<file path="src/rtl/ushreg_pkg.sv">
// ushreg_pkg: shared mode, direction, FSM state and register-op encodings for the universal shift register.
package ushreg_pkg;

    localparam logic [1:0] MODE_HOLD = 2'b00;
    localparam logic [1:0] MODE_SHR  = 2'b01;
    localparam logic [1:0] MODE_SHL  = 2'b10;
    localparam logic [1:0] MODE_LOAD = 2'b11;

    localparam logic DIR_LEFT  = 1'b0;
    localparam logic DIR_RIGHT = 1'b1;

    typedef enum logic [1:0] {S_IDLE, S_SHIFT, S_DONE} state_t;

    typedef enum logic [1:0] {OP_HOLD, OP_SHR, OP_SHL, OP_LOAD} op_t;

    function automatic op_t mode_op(input logic [1:0] m);
        return m == MODE_SHR ? OP_SHR : m == MODE_SHL ? OP_SHL : m == MODE_LOAD ? OP_LOAD : OP_HOLD;
    endfunction

endpackage

</file>
<file path="src/rtl/ushreg_core.sv">
// ushreg_core: WIDTH-bit register with hold/shift-right/shift-left/load next-value mux.
// USHREG_ROTATE_EN adds rot, which feeds the outgoing bit back instead of sin.
module ushreg_core import ushreg_pkg::*; #(
    parameter int WIDTH = 8
) (
    input  logic             clk,
    input  logic             rst_n,
    input  op_t              op,
    input  logic             sin,
`ifdef USHREG_ROTATE_EN
    input  logic             rot,
`endif
    input  logic [WIDTH-1:0] pin,
    output logic [WIDTH-1:0] q
);

    logic             ins_r;
    logic             ins_l;
    logic [WIDTH-1:0] d;

`ifdef USHREG_ROTATE_EN
    assign ins_r = rot ? q[0] : sin;
    assign ins_l = rot ? q[WIDTH-1] : sin;
`else
    assign ins_r = sin;
    assign ins_l = sin;
`endif

    always_comb
        d = op == OP_SHR  ? {ins_r, q[WIDTH-1:1]} :
            op == OP_SHL  ? {q[WIDTH-2:0], ins_l} :
            op == OP_LOAD ? pin : q;

    always_ff @(posedge clk or negedge rst_n)
        if (!rst_n) q <= '0;
        else        q <= d;

endmodule

</file>
<file path="src/rtl/universal_shift_register.sv">
// universal_shift_register: manual hold/shift/load register plus a self-timed WIDTH-shift burst engine.
// Define USHREG_ROTATE_EN to add the rot input (rotate instead of inserting sin).
module universal_shift_register import ushreg_pkg::*; #(
    parameter int WIDTH = 8
) (
    input  logic             clk,
    input  logic             rst_n,
    input  logic [1:0]       mode,
    input  logic             sin,
`ifdef USHREG_ROTATE_EN
    input  logic             rot,
`endif
    input  logic [WIDTH-1:0] pin,
    input  logic             start,
    input  logic             dir,
    output logic [WIDTH-1:0] q,
    output logic             qr,
    output logic             ql,
    output logic             busy,
    output logic             done
);

    localparam int CW = $clog2(WIDTH + 1);

    state_t        state;
    logic [CW-1:0] cnt;
    logic          dir_l;
    op_t           op;

    // Manual mode only reaches the register while idle and not starting a burst.
    always_comb
        op = state == S_SHIFT ? (dir_l == DIR_RIGHT ? OP_SHR : OP_SHL) :
             state == S_DONE  ? OP_HOLD :
             start            ? OP_LOAD : mode_op(mode);

    always_ff @(posedge clk or negedge rst_n) begin
        if (!rst_n) begin
            state <= S_IDLE;
            cnt   <= '0;
            dir_l <= DIR_LEFT;
            busy  <= 1'b0;
            done  <= 1'b0;
        end else begin
            case (state)
                S_IDLE:
                    if (start) begin
                        state <= S_SHIFT;
                        cnt   <= CW'(WIDTH);
                        dir_l <= dir;
                        busy  <= 1'b1;
                    end
                S_SHIFT: begin
                    if (cnt != '0) cnt <= cnt - CW'(1);
                    if (cnt <= CW'(1)) begin
                        state <= S_DONE;
                        busy  <= 1'b0;
                        done  <= 1'b1;
                    end
                end
                S_DONE: begin
                    state <= S_IDLE;
                    done  <= 1'b0;
                end
                default: begin
                    state <= S_IDLE;
                    busy  <= 1'b0;
                    done  <= 1'b0;
                end
            endcase
        end
    end

    ushreg_core #(.WIDTH(WIDTH)) u_core (
        .clk   (clk),
        .rst_n (rst_n),
        .op    (op),
        .sin   (sin),
`ifdef USHREG_ROTATE_EN
        .rot   (rot),
`endif
        .pin   (pin),
        .q     (q)
    );

    assign qr = q[0];
    assign ql = q[WIDTH-1];

endmodule

</file>
<file path="config.mk">
export PLATFORM = sky130hd
export DESIGN_NAME = universal_shift_register
export DESIGN_NICKNAME = d
export VERILOG_FILES = /design/src/rtl/ushreg_pkg.sv /design/src/rtl/ushreg_core.sv /design/src/rtl/universal_shift_register.sv
export SDC_FILE = /design/constraint.sdc
export NUM_CORES = 1
export LEC_CHECK = 0
export CAP_MARGIN = 25
export CELL_PAD_IN_SITES_DETAIL_PLACEMENT = 0
export CELL_PAD_IN_SITES_GLOBAL_PLACEMENT = 1
export CORE_ASPECT_RATIO = 0.9
export CORE_UTILIZATION = 30
export DETAILED_ROUTE_END_ITERATION = 16
export GPL_TIMING_DRIVEN = 0
export HOLD_SLACK_MARGIN = 0.06
export MAX_ROUTING_LAYER = met4
export PLACE_DENSITY = 0.68
export SLEW_MARGIN = 20
export SYNTH_ARGS = -nofsm -noshare
export SYNTH_HDL_FRONTEND = slang
export SYNTH_HIERARCHICAL = 1
export SYNTH_SLANG_ARGS = --single-unit
</file>
<file path="constraint.sdc">
create_clock -name clk -period 2.4 [get_ports clk]
set_input_delay 0.48 -clock clk [delete_from_list [all_inputs] [get_ports clk]]
set_output_delay 0.48 -clock clk [all_outputs]
set_load 0.01 [all_outputs]
</file>
==> summary.md <==
| Metric | Value |
|---|---|
| Vias | roughly 730 |
| Synth Instances | 77 |
| Io pins | 27 |
| CTS Buf Count | 3 |
| Htree depth | 1 |
| Synth cell types | 29 |
| WL/cell | 13.4 µm |
| Tmin final | around 1.9 ns |
| Final setup fails | 0 |
| Simple logic cell fraction of the synthesized area | 15.9% |
| Global-route usage over all layers | a little over an eighth |
| Min-delay worst type | reg -> reg |
| Worst setup EP type | flop |
| Mux contribution to synthesized area | between 20% and 30% |
| Met2 Use GR | approximately 20% |
| Max Freq | 521 MHz |
| GR peak layer | met2 |
| Max Root-Sink Buffers | 2 |
| PnR worst setup slack | slightly below 0.5 ns |
| Critical setup path kind | reg -> reg |
| Mapped Avg Cell Area | around 12 µm² |
| Die Wd | a little over 60 µm |
| Met1 GRT Util | between 10% and 20% |
| CTS root buffer | clkbuf_4 |
| Routed WL | approximately 2000 µm |
| First-pass DRT Iterations | 4 |
| Worst hold margin | ~0.52 ns |
| Core ar. | roughly 2900 µm² |
| Max Cap Viol | 0 |
| Die height | about 55 µm |
| Slew of the pin with the lowest slew margin | 0.769 ns |
| Port Buffer Count | 26 |
| Final hold vios | 0 |
| GR Layer Usage met3 | 2.09% |
| Pwr dens | roughly 1500 nW/µm² |
| Commonest cells after routing, fill and taps aside | 26 x clkdlybuf4s50_1, 17 x dfrtp_1, 8 x mux4_2 |
| Post-synthesis adder-cell area fraction | around 2.7% |
| Ant. Diodes | 0 |
| Hold_buf cts | 0 |
| CP Data Required Time | 2.57 ns |
| Worst r2r path cells | 5 |
| Pre-CTS setup slack | 0.233 ns |
| CTS tree | done |
| Largest family of logic cells by synthesized area | multiplexers |
| DRC Markers | 0 |
| RSZ-0062 raised after global routing | false |
| Fin util | 44.6% |
| Resize count post-CTS | 0 |
| Worst hold path cell count | 2 |
| Commonest non-fill, non-tap cell in the layout | clkdlybuf4s50_1 |
| Worst skew pair latency | a little under 0.3 ns |
| HPWL Detailed | roughly 1500 µm |
| Clock skew | between 0.002 and 0.003 ns |
| FF+latch count, synth | 17 |
| Share of layout cells above drive strength 1 | 18.7% |
| Status | finished clean |
| Mapped Area | roughly 940 µm² |
| Max_slew headroom | between 40% and 50% |
| Max rail drop VDD | 0.726 mV |
| Initial cell density of the core | about a third |
| Crit path max fanout | 10 |
| Die Footprint | approximately 3400 µm² |
| Layout Nets | 125 |
| Antenna violation net count after detailed routing | 0 |
| Leakage power | approximately 0.52 nW |
| Vias per cell | about 5 |
| Crit path DAT | 2.09 ns |
| Area growth syn-to-layout | 36.0% |
| Initial antenna violation count | 0 |
| Crit share post-route | 79.9% |
| 1st-iter DRT viols | 23 |
| Pin count of the biggest net entering global routing | 18 |
| Synth Net Count | 94 |
| Post-CTS Setup Bufs | 0 |
| Crit start category | flop |
| Final Slew Violations | 0 |
| Synth warn | 6 |
| Vias in the first global route | ~640 |
| XOR/XNOR Fraction of Synth Area | 0% |
| Number of core rows | 18 |
| Clock transition at path regs | 0.10 ns |
| RePlAce Congestion | 0.777 |
| Clk sink count | 17 |
| Compound-Gate Fraction of Synth Area | just over 8% |
| Setup TNS | 0 ns |
| GR Overflow Total | 0 |
| Sequential area share after synthesis | 45.4% |
| First-pass GRT wire length | between 3000 and 4000 µm |
-- state kept, by name, indices dropped and copies added, names as in the netlist --
| signal | count |
|---|---|
| done | 1 |
| cnt | 4 |
| busy | 1 |
| u_core/q | 8 |
| state | 2 |
| dir_l | 1 |
-- cells by family after synthesis --
family          after synthesis
simple gates                 27
compound gates               11
fa+ha+maj                     2
mux                          10
buf+inv                      10
flops                        17
-- through the flow --
step,instances,cell area (µm²),power [mW]
4_1_cts,147,1270,1.92
2_1_floorplan,77,937,1.38
3_3_place_gp,143,1250,1.74
6_report,147,1270,1.90
3_5_place_dp,143,1250,1.76
5_1_grt,147,1270,2.06
-- layer usage --
layer  vias to the layer above  routed length, µm  part of all wire, %
met5                         -                  0                    0
met4                         0                 31                  1.6
met3                         4                 59                  3.0
met2                        21                916                   46
met1                       358                963                   49
li1                        344                  -                    -
-- final cells by class --
cell class	instances	area, µm²
Buffer	6	45.0
Clock buffer	3	22.5
Clock inverter	1	5.00
Fill cell	282	1590
Inverter	4	15.0
Multi-Input combinational cell	50	452
Sequential cell	17	425
Tap cell	40	50.0
Timing Repair Buffer	26	260
-- cells in the mapped netlist, drive strengths merged --
library cell	count	area share, %
a21o	2	1.6
a21oi	3	1.6
a22o	1	1.1
buf	4	4.0
clkbuf	2	0.80
dfrtp	17	45
ha	2	2.7
inv	4	1.6
mux2	1	1.2
mux2i	1	1.1
mux4	8	19
nand2	3	1.2
nand2b	1	0.67
nand3	4	2.1
nor2	6	2.4
nor2b	2	1.3
nor3	3	1.6
nor3b	1	0.80
nor4	1	0.67
o211ai	1	0.80
o21ai	1	0.53
o21bai	1	0.80
o31ai	1	0.80
o32ai	1	0.93
or2b	1	0.80
or3	2	1.3
or4	1	0.80
or4b	2	2.1
-- where the power goes --
group / total (mW) / switching [mW] / internal (mW)
sequential: 0.599 / 0.156 / 0.443
clock: 0.155 / 0.0931 / 0.0619
combinational: 1.14 / 0.440 / 0.704
-- critical path: stages, from the launching register on --
cell,delay [ns]
dfrtp_1,0.39
clkbuf_1,0.37
mux2i_1,0.24
a21o_1,0.14
buf_6,0.15
mux4_2,0.50
-- worst paths after layout --
kind / startpoint / endpoint / slack, ns
setup / recovery: state[1] / u_core/q[6] / 0.48
hold / removal: done / done / 0.52
setup reg to reg: state[1] / u_core/q[6] / 0.48
hold reg to reg: done / done / 0.52
max in group asynchronous: rst_n / state[1] / 1.29
min in group asynchronous: rst_n / u_core/q[7] / 0.63
Note: power is estimated with default switching activity, not from simulation.
